`config.mk`:
```
export PLATFORM = sky130hd
export DESIGN_NAME = wb_arbiter_flat
export DESIGN_NICKNAME = d
export VERILOG_FILES = /design/src/rtl/rv64_pkg.sv /design/src/rtl/wb_arbiter_if.sv /design/src/rtl/wb_fifo.sv /design/src/rtl/wb_arbiter.sv /design/src/flat_wrapper.sv
export SDC_FILE = /design/constraint.sdc
export NUM_CORES = 1
export LEC_CHECK = 0
export CORE_ASPECT_RATIO = 0.7
export CORE_MARGIN = 2
export CORE_UTILIZATION = 52
export CTS_CLUSTER_SIZE = 40
export DETAILED_ROUTE_END_ITERATION = 7
export PLACE_DENSITY = 0.82
export SLEW_MARGIN = 20
export SYNTH_ARGS = -nofsm -noshare
export SYNTH_HDL_FRONTEND = slang
export SYNTH_SLANG_ARGS = --single-unit
```
`constraint.sdc`:
```
create_clock -name i_clock -period 8.4 [get_ports i_clock]
set_clock_uncertainty 0.05 [all_clocks]
set_input_delay 2.1 -clock i_clock [delete_from_list [all_inputs] [get_ports i_clock]]
set_output_delay 2.1 -clock i_clock [all_outputs]
set_load 0.005 [all_outputs]
```
`src/rtl/rv64_pkg.sv`:
```
// Shared RV64 writeback definitions: load-type encodings, writeback FIFO
// sizing and the buffered-load entry layout.
package rv64_pkg;

    localparam int XLEN       = 64;
    localparam int REG_W      = 5;
    localparam int NUM_REGS   = 32;
    localparam int FIFO_DEPTH = 2;
    localparam int FIFO_CNT_W = $clog2(FIFO_DEPTH + 1);

    // Load funct3 encodings; 3'b111 is unused by RV64I loads.
    typedef enum logic [2:0] {
        F3_LB  = 3'b000,
        F3_LH  = 3'b001,
        F3_LW  = 3'b010,
        F3_LD  = 3'b011,
        F3_LBU = 3'b100,
        F3_LHU = 3'b101,
        F3_LWU = 3'b110
    } ld_funct3_e;

    // One buffered load: destination register plus already-extended data.
    typedef struct packed {
        logic [REG_W-1:0] rd;
        logic [XLEN-1:0]  data;
    } wb_entry_t;

    // One-hot decode of a register index, used to build the pending mask.
    function automatic logic [NUM_REGS-1:0] rd_onehot(input logic [REG_W-1:0] rd);
        rd_onehot     = '0;
        rd_onehot[rd] = 1'b1;
    endfunction

endpackage

```
`src/rtl/wb_arbiter_if.sv`:
```
// Writeback port bundle: ALU result, load response handshake and the
// register-file write / pending-load outputs.
interface wb_arbiter_if;
    import rv64_pkg::*;

    logic                alu_valid;
    logic [REG_W-1:0]    alu_rd;
    logic [XLEN-1:0]     alu_result;

    logic                ld_valid;
    logic                ld_ready;
    logic [REG_W-1:0]    ld_rd;
    logic [XLEN-1:0]     ld_data;
    logic [2:0]          ld_funct3;
    logic [2:0]          ld_offset;

    logic                regwrite;
    logic [REG_W-1:0]    write_reg;
    logic [XLEN-1:0]     write_data;
    logic [NUM_REGS-1:0] pending_mask;

    // Pipeline side: offers ALU results and load responses, sees the writes.
    modport master (
        output alu_valid, alu_rd, alu_result,
        output ld_valid, ld_rd, ld_data, ld_funct3, ld_offset,
        input  ld_ready,
        input  regwrite, write_reg, write_data, pending_mask
    );

    // Arbiter side.
    modport slave (
        input  alu_valid, alu_rd, alu_result,
        input  ld_valid, ld_rd, ld_data, ld_funct3, ld_offset,
        output ld_ready,
        output regwrite, write_reg, write_data, pending_mask
    );

endinterface

```
`src/rtl/wb_fifo.sv`:
```
// In-order load writeback buffer. Entries are kept compacted at the low
// indices (index 0 is the head). Each cycle the head may be popped, any
// entry whose rd matches a younger ALU write may be squashed, and one new
// entry may be appended behind the survivors.
module wb_fifo
    import rv64_pkg::*;
(
    input  logic                  i_clock,
    input  logic                  i_reset,        // active-low, asynchronous
    input  logic                  i_push,
    input  wb_entry_t             i_push_entry,
    input  logic                  i_pop,
    input  logic                  i_squash,
    input  logic [REG_W-1:0]      i_squash_rd,
    output wb_entry_t             o_head,
    output logic                  o_empty,
    output logic [FIFO_CNT_W-1:0] o_count,
    output logic [NUM_REGS-1:0]   o_pending_mask
);

    logic [FIFO_DEPTH-1:0] r_valid;
    logic [FIFO_DEPTH-1:0] w_valid_nxt;
    logic [FIFO_DEPTH-1:0] w_keep;
    wb_entry_t             r_entry     [FIFO_DEPTH];
    wb_entry_t             w_entry_nxt [FIFO_DEPTH];

    // Decide which current entries survive this cycle's pop and squash.
    always_comb begin
        for (int i = 0; i < FIFO_DEPTH; i++) begin
            w_keep[i] = r_valid[i]
                      && !(i_pop && (i == 0))
                      && !(i_squash && (r_entry[i].rd == i_squash_rd));
        end
    end

    // Compact survivors toward the head, then append the incoming entry.
    always_comb begin
        int rank;
        // NOTE: every output of a combinational block gets a default first so no path can leave it unassigned and infer a latch.
        w_valid_nxt = '0;
        for (int j = 0; j < FIFO_DEPTH; j++) begin
            w_entry_nxt[j] = r_entry[j];
        end
        rank = 0;
        for (int i = 0; i < FIFO_DEPTH; i++) begin
            if (w_keep[i]) begin
                for (int j = 0; j < FIFO_DEPTH; j++) begin
                    if (rank == j) begin
                        w_entry_nxt[j] = r_entry[i];
                        w_valid_nxt[j] = 1'b1;
                    end
                end
                rank++;
            end
        end
        for (int j = 0; j < FIFO_DEPTH; j++) begin
            if (i_push && (rank == j)) begin
                w_entry_nxt[j] = i_push_entry;
                w_valid_nxt[j] = 1'b1;
            end
        end
    end

    // Occupancy count and pending-register mask from the stored state.
    always_comb begin
        o_count        = '0;
        o_pending_mask = '0;
        for (int i = 0; i < FIFO_DEPTH; i++) begin
            if (r_valid[i]) begin
                o_count        = o_count + 1'b1;
                o_pending_mask = o_pending_mask | rd_onehot(r_entry[i].rd);
            end
        end
    end

    assign o_head  = r_entry[0];
    assign o_empty = !r_valid[0];

    // Valid bits: reset drops every buffered load at once.
    always_ff @(posedge i_clock or negedge i_reset) begin
        // NOTE: state registers use non-blocking assignments so every flop samples pre-edge values regardless of statement order.
        if (!i_reset) begin
            r_valid <= '0;
        end else begin
            r_valid <= w_valid_nxt;
        end
    end

    // Entry payload storage.
    always_ff @(posedge i_clock) begin
        // NOTE: payload is not reset; it is never observed unless its valid bit is set, so resetting it would only add reset fan-out.
        for (int i = 0; i < FIFO_DEPTH; i++) begin
            r_entry[i] <= w_entry_nxt[i];
        end
    end

endmodule

```
`src/rtl/wb_arbiter.sv`:
```
// Register-file writeback arbiter. ALU results always win the single write
// port; load responses are extracted/extended on acceptance and buffered in
// a small FIFO that drains whenever the ALU leaves the port free. An ALU
// write squashes older buffered loads to the same register.
module wb_arbiter
    import rv64_pkg::*;
(
    input  logic         i_clock,
    input  logic         i_reset,   // active-low, asynchronous
    wb_arbiter_if.slave  io_bus
);

    logic                  w_alu_issue;
    logic                  w_pop;
    logic                  w_push;
    logic                  w_ld_ready;
    logic                  w_fifo_empty;
    logic [FIFO_CNT_W-1:0] w_fifo_count;
    logic [NUM_REGS-1:0]   w_pending_mask;
    wb_entry_t             w_head;
    wb_entry_t             w_push_entry;
    logic [XLEN-1:0]       w_ld_shifted;
    logic [XLEN-1:0]       w_ld_ext;

    logic                  r_regwrite;
    logic [REG_W-1:0]      r_write_reg;
    logic [XLEN-1:0]       r_write_data;

    // Writes to x0 are architecturally dead, so they never claim the port.
    assign w_alu_issue = io_bus.alu_valid && (io_bus.alu_rd != '0);
    assign w_pop       = !w_alu_issue && !w_fifo_empty;

    // A full FIFO can still accept when its head drains in the same cycle.
    assign w_ld_ready = (w_fifo_count < FIFO_CNT_W'(FIFO_DEPTH))
                     || ((w_fifo_count == FIFO_CNT_W'(FIFO_DEPTH)) && w_pop);
    assign w_push     = io_bus.ld_valid && w_ld_ready && (io_bus.ld_rd != '0);

    // Move the addressed byte lane down to bit 0 before extension.
    assign w_ld_shifted = io_bus.ld_data >> {io_bus.ld_offset, 3'b000};

    // Size the loaded value and sign- or zero-extend it to XLEN.
    always_comb begin
        w_ld_ext = '0;
        case (ld_funct3_e'(io_bus.ld_funct3))
            F3_LB:   w_ld_ext = {{56{w_ld_shifted[7]}},  w_ld_shifted[7:0]};
            F3_LH:   w_ld_ext = {{48{w_ld_shifted[15]}}, w_ld_shifted[15:0]};
            F3_LW:   w_ld_ext = {{32{w_ld_shifted[31]}}, w_ld_shifted[31:0]};
            F3_LD:   w_ld_ext = io_bus.ld_data;
            F3_LBU:  w_ld_ext = {56'd0, w_ld_shifted[7:0]};
            F3_LHU:  w_ld_ext = {48'd0, w_ld_shifted[15:0]};
            F3_LWU:  w_ld_ext = {32'd0, w_ld_shifted[31:0]};
            default: w_ld_ext = '0;
        endcase
    end

    assign w_push_entry = '{rd: io_bus.ld_rd, data: w_ld_ext};

    // The incoming load is appended after the squash, so a load accepted
    // alongside a same-rd ALU write survives (it is the younger producer).
    wb_fifo u_fifo (
        .i_clock        (i_clock),
        .i_reset        (i_reset),
        .i_push         (w_push),
        .i_push_entry   (w_push_entry),
        .i_pop          (w_pop),
        .i_squash       (w_alu_issue),
        .i_squash_rd    (io_bus.alu_rd),
        .o_head         (w_head),
        .o_empty        (w_fifo_empty),
        .o_count        (w_fifo_count),
        .o_pending_mask (w_pending_mask)
    );

    // Register the winning write so it reaches the register file next cycle.
    always_ff @(posedge i_clock or negedge i_reset) begin
        if (!i_reset) begin
            r_regwrite   <= 1'b0;
            r_write_reg  <= '0;
            r_write_data <= '0;
        end else begin
            r_regwrite <= w_alu_issue || w_pop;
            if (w_alu_issue) begin
                r_write_reg  <= io_bus.alu_rd;
                r_write_data <= io_bus.alu_result;
            end else if (w_pop) begin
                r_write_reg  <= w_head.rd;
                r_write_data <= w_head.data;
            end
        end
    end

    assign io_bus.ld_ready     = w_ld_ready;
    assign io_bus.regwrite     = r_regwrite;
    assign io_bus.write_reg    = r_write_reg;
    assign io_bus.write_data   = r_write_data;
    assign io_bus.pending_mask = w_pending_mask;

endmodule

```
`src/flat_wrapper.sv`:
```
// flat-port wrapper written by rule: the top's interface ports become plain ports
module wb_arbiter_flat import rv64_pkg::*;
  (i_clock, i_reset, io_bus_alu_valid, io_bus_alu_rd, io_bus_alu_result, io_bus_ld_valid, io_bus_ld_rd, io_bus_ld_data, io_bus_ld_funct3, io_bus_ld_offset, io_bus_ld_ready, io_bus_regwrite, io_bus_write_reg, io_bus_write_data, io_bus_pending_mask);
  wb_arbiter_if io_bus_i ();
  input  logic i_clock;
  input  logic i_reset;
  input wire logic [$bits(io_bus_i.alu_valid)-1:0] io_bus_alu_valid;
  input wire logic [$bits(io_bus_i.alu_rd)-1:0] io_bus_alu_rd;
  input wire logic [$bits(io_bus_i.alu_result)-1:0] io_bus_alu_result;
  input wire logic [$bits(io_bus_i.ld_valid)-1:0] io_bus_ld_valid;
  input wire logic [$bits(io_bus_i.ld_rd)-1:0] io_bus_ld_rd;
  input wire logic [$bits(io_bus_i.ld_data)-1:0] io_bus_ld_data;
  input wire logic [$bits(io_bus_i.ld_funct3)-1:0] io_bus_ld_funct3;
  input wire logic [$bits(io_bus_i.ld_offset)-1:0] io_bus_ld_offset;
  output wire logic [$bits(io_bus_i.ld_ready)-1:0] io_bus_ld_ready;
  output wire logic [$bits(io_bus_i.regwrite)-1:0] io_bus_regwrite;
  output wire logic [$bits(io_bus_i.write_reg)-1:0] io_bus_write_reg;
  output wire logic [$bits(io_bus_i.write_data)-1:0] io_bus_write_data;
  output wire logic [$bits(io_bus_i.pending_mask)-1:0] io_bus_pending_mask;
  assign io_bus_i.alu_valid = io_bus_alu_valid;
  assign io_bus_i.alu_rd = io_bus_alu_rd;
  assign io_bus_i.alu_result = io_bus_alu_result;
  assign io_bus_i.ld_valid = io_bus_ld_valid;
  assign io_bus_i.ld_rd = io_bus_ld_rd;
  assign io_bus_i.ld_data = io_bus_ld_data;
  assign io_bus_i.ld_funct3 = io_bus_ld_funct3;
  assign io_bus_i.ld_offset = io_bus_ld_offset;
  assign io_bus_ld_ready = io_bus_i.ld_ready;
  assign io_bus_regwrite = io_bus_i.regwrite;
  assign io_bus_write_reg = io_bus_i.write_reg;
  assign io_bus_write_data = io_bus_i.write_data;
  assign io_bus_pending_mask = io_bus_i.pending_mask;
  wb_arbiter u_core (.i_clock(i_clock), .i_reset(i_reset), .io_bus(io_bus_i));
endmodule
```
==> run summary <==
The run finished with clean final reports. The nature of the critical path endpoint is a primary output. The die footprint is 0.02341 sq mm. The max-cap violation count came out at 0. The placer congestion estimate came out at 0.9137. Synthesis handed over a netlist of 1001 instances. The type of the worst min-delay path is reg -> reg. The proportion of synthesized chip area in sequential cells is 51.55%. The share of cells above drive strength 1 is 9.579%. Setup violations remaining at the end of the flow were counted as 0.

The cell area power density is 253.4 mW/mm^2. The number of design rule violations left after detail routing is 0. Row generation in the floorplan step produced 45 rows. The number of placed instances with taps included is 1455.

The first-iteration detailed-routing DRC count came out at 1015. The non-filler instance count after layout came out at 1494. The setup check on the worst reg-to-reg path leaves a slack of 4.77 ns.

The maximum achievable frequency is 160.9 MHz. Measured on the finished design, the core utilization comes to 67.73%. The synthesized area per cell came out at 11.52 sq um.

The longest clock path from root to sink contains 3 buffers. The net count reported at finish came out at 1346. The worst register-to-register path ends at u_core.u_fifo.r_entry[0][41]$_DFFE_PP_.

The number of buffers inserted to repair setup after CTS is 0. The critical path is of the in -> out type. The post-synthesis sequential element count came out at 210. The cell type contributing the most total cell area after synthesis is sky130_fd_sc_hd__edfxtp_1. Summed over all failing endpoints, the final setup total negative slack is 0 ns.

The static leakage came out at 5.957 nW. The post-synthesis async set-or-reset flop share is 34.29%. The final cycle utilization of the critical path is 73.97%. Counting flops with a built-in enable in the synthesized netlist gives 138. The number of global-route vias before repair is 8656. In this run, post-CTS repair resized a total of 0 instances. The headroom to the max-slew limit came out at 26.46%. The filler cells instantiated in the layout total 1682. The via count normalized by instance count came out at 6.110. The worst setup path is launched from a primary input. The initial antenna violation count is 2. Compared with the post-synthesis result, the final layout area differs by 27.62%.

The number of top-level pins is 251. The hold-fix buffer count after cts came out at 0. The clock root buffer master is sky130_fd_sc_hd__clkbuf_16. The unique cell type count in the Yosys netlist came out at 53. By area the synthesized netlist is led by sky130_fd_sc_hd__edfxtp_1 36%, sky130_fd_sc_hd__dfrtp_1 16%, sky130_fd_sc_hd__mux2i_1 11%. After detailed routing, the average wire length per cell comes to 21.58 um. Along the worst hold path, the cell count comes to 2. The final standard cell area without fillers is 0.01472 sq mm. The first global-routing pass estimated 49220 um of wire.

Once the floorplan was initialized, standard cells occupied 53.07% of the core. The die boundary height is 128.6 um. The shortest clock period the worst path allows after layout came out at 6.214 ns. The arrival time at the worst endpoint came out at 4.06 ns. The beginning of the worst register-to-register path is u_core.u_fifo.r_entry[0][137]$_DFFE_PP_. For this run, the leading register cell type out of synthesis is sky130_fd_sc_hd__edfxtp_1.

The final count of pins violating max slew came out at 0. Once detail routing completed, the nets flagged for antenna violations numbered 0. The overall fraction of global-route tracks in use came out at 26.74%. The commonest cells after synthesis are 138 x sky130_fd_sc_hd__edfxtp_1, 132 x sky130_fd_sc_hd__mux2i_1, 126 x sky130_fd_sc_hd__nand2_1. The routed layout has 9129 vias.

After synthesis the cells add up to 0.01153 sq mm. The count of TritonRoute iterations in the first routing pass is 5. In this run the worst path has a maximum fanout of 4. The maximum ir drop on the vdd rail is 0.1910 mV. The H-tree depth came out at 1.

Counting every net in the synthesized netlist gives 1151. The share of the synthesized area in the top cell type is 35.93%. Setup slack on the critical path of the routed design comes to 2.186 ns.

The worst hold path begins at u_core.u_fifo.r_entry[0][38]$_DFFE_PP_. The pin count of the biggest net entering global routing came out at 79. Port buffering added 250 buffers. Yosys instantiated no cell more often than sky130_fd_sc_hd__edfxtp_1. The final global-route overflow total came out at 0. The total number of yosys warnings came out at 0.

The worst hold path terminates at u_core.io_bus.write_data[38]$_DFFE_PN0P_. The later pin in the worst-skew pair is clocked with a latency of 0.50 ns. The number of hold-slack violations in the final timing report came out at 0.

The area of the core is 0.02173 sq mm. Setup repair after global routing left no endpoint under its margin. The register with the most flip-flops in the layout has 138 of them. After clock tree synthesis, the clock-pin slew on the worst setup and hold paths is 0.07 ns. The floorplan step set the die width to 182.0 um. The placed wire-length estimate after detailed placement came out at 22150 um. The count of clock tree sinks came out at 210.

TritonCTS built the clock tree. The total wirelength of the detailed-routed design is 32240 um. Data on the critical path is required at its endpoint by 6.25 ns. After detailed placement, the total cell area comes to 0.01407 sq mm. The transition time at the pin with the least slew margin came out at 1.103 ns.

The number of buffers created by CTS came out at 21. The placement-stage worst setup slack is 2.193 ns. The worst-case reg-to-reg path depth is 9.
-- how the worst max path moves through the flow --
| stage | from | endpoint | slack, ns | cells after the start |
|---|---|---|---|---|
| 6_report | io_bus_alu_rd[0] | io_bus_ld_ready | 2.19 | 4 |
| 3_5_place_dp | io_bus_alu_rd[0] | io_bus_ld_ready | 2.19 | 4 |
| 2_1_floorplan | io_bus_alu_rd[0] | u_core.u_fifo.r_entry[0][0]$_DFFE_PP_ | 1.67 | 4 |
| 5_1_grt | io_bus_alu_rd[0] | io_bus_ld_ready | 2.14 | 4 |
| 3_3_place_gp | io_bus_alu_rd[0] | io_bus_ld_ready | 2.22 | 4 |
| 4_1_cts | io_bus_alu_rd[0] | io_bus_ld_ready | 2.18 | 4 |
-- stage by stage --
step / hold slack, ns / total power, mW
3_5_place_dp: 0.4693 / 2.851
2_1_floorplan: 0.4583 / 2.322
4_1_cts: 0.4845 / 3.750
6_report: 0.4824 / 3.729
3_3_place_gp: 0.4632 / 2.817
5_1_grt: 0.5025 / 3.911
-- cells in the final DEF, fill, tap and decap left out, types with 6 or more instances in the layout --
| cell type | netlist | final |
|---|---|---|
| sky130_fd_sc_hd__nand2b_1 | 15 | 15 |
| sky130_fd_sc_hd__nand3b_1 | 20 | 20 |
| sky130_fd_sc_hd__a32oi_1 | 7 | 7 |
| sky130_fd_sc_hd__clkbuf_1 | 53 | 7 |
| sky130_fd_sc_hd__nor2b_1 | 8 | 8 |
| sky130_fd_sc_hd__a221oi_1 | 12 | 12 |
| sky130_fd_sc_hd__clkbuf_16 | 0 | 21 |
| sky130_fd_sc_hd__mux2_1 | 10 | 10 |
| sky130_fd_sc_hd__o211ai_1 | 9 | 9 |
| sky130_fd_sc_hd__o22ai_1 | 34 | 34 |
| sky130_fd_sc_hd__a22o_1 | 32 | 32 |
| sky130_fd_sc_hd__clkdlybuf4s50_1 | 0 | 246 |
| sky130_fd_sc_hd__buf_4 | 8 | 13 |
| sky130_fd_sc_hd__and2b_1 | 30 | 30 |
| sky130_fd_sc_hd__xnor2_1 | 6 | 6 |
| sky130_fd_sc_hd__dfrtp_1 | 72 | 71 |
| sky130_fd_sc_hd__o21ai_0 | 85 | 84 |
| sky130_fd_sc_hd__a22oi_1 | 15 | 15 |
| sky130_fd_sc_hd__nand4_1 | 33 | 33 |
| sky130_fd_sc_hd__nand2_1 | 126 | 126 |
| sky130_fd_sc_hd__nand3_2 | 11 | 11 |
| sky130_fd_sc_hd__edfxtp_1 | 138 | 138 |
| sky130_fd_sc_hd__mux2_2 | 35 | 35 |
| sky130_fd_sc_hd__mux2i_1 | 132 | 132 |
| sky130_fd_sc_hd__mux4_2 | 9 | 9 |
| sky130_fd_sc_hd__nand3_1 | 16 | 16 |
-- power breakdown --
group | switching (mW) | leakage [nW] | total (mW) | internal, mW
registers | 0.191 | 2.18 | 1.71 | 1.52
clock network | 0.386 | 0.316 | 0.889 | 0.503
logic | 0.562 | 3.46 | 1.13 | 0.570
total | 1.14 | 5.96 | 3.73 | 2.59
-- layout make-up --
type / instances / area, sq um / share of cell area (%)
Multi-Input combinational cell: 700 / 5200 / 35.33
Clock buffer: 29 / 565.5 / 3.842
Inverter: 2 / 7.507 / 0.05100
Sequential cell: 210 / 5949 / 40.42
Clock inverter: 9 / 71.32 / 0.4845
Tap cell: 282 / 352.8 / 2.397
Timing Repair Buffer: 261 / 2570 / 17.46
Antenna cell: 1 / 2.502 / 0.01700
-- cell families after synthesis --
| group | after synthesis | share of synthesized area, % |
|---|---|---|
| and+or+nand+nor | 287 | 13.57 |
| xor gates and xnor gates | 11 | 0.8353 |
| adders and majority gates | 2 | 0.2169 |
| AOI/OAI and AO/OA | 214 | 12.44 |
| DFF | 210 | 51.55 |
| buffers and inverters | 91 | 3.775 |
| muxes | 186 | 17.61 |
-- worst max-delay path: stages --
cell and delay [ns]:
sky130_fd_sc_hd__clkdlybuf4s50_1 0.50, sky130_fd_sc_hd__or4_1 0.65, sky130_fd_sc_hd__o2111ai_2 0.26, sky130_fd_sc_hd__clkdlybuf4s50_1 0.55
-- per-layer routing --
| layer | share of wire (%) | track usage (%) | up-vias |
|---|---|---|---|
| met1 | 46 | 40.49 | 4435 |
| met3 | 9.3 | 5.293 | 45 |
| met5 | 0.040 | 0 | - |
| met2 | 43 | 40.35 | 452 |
| li1 | - | - | 4195 |
| met4 | 1.7 | 5.408 | 2 |
Note: power is estimated with default switching activity, not from simulation.
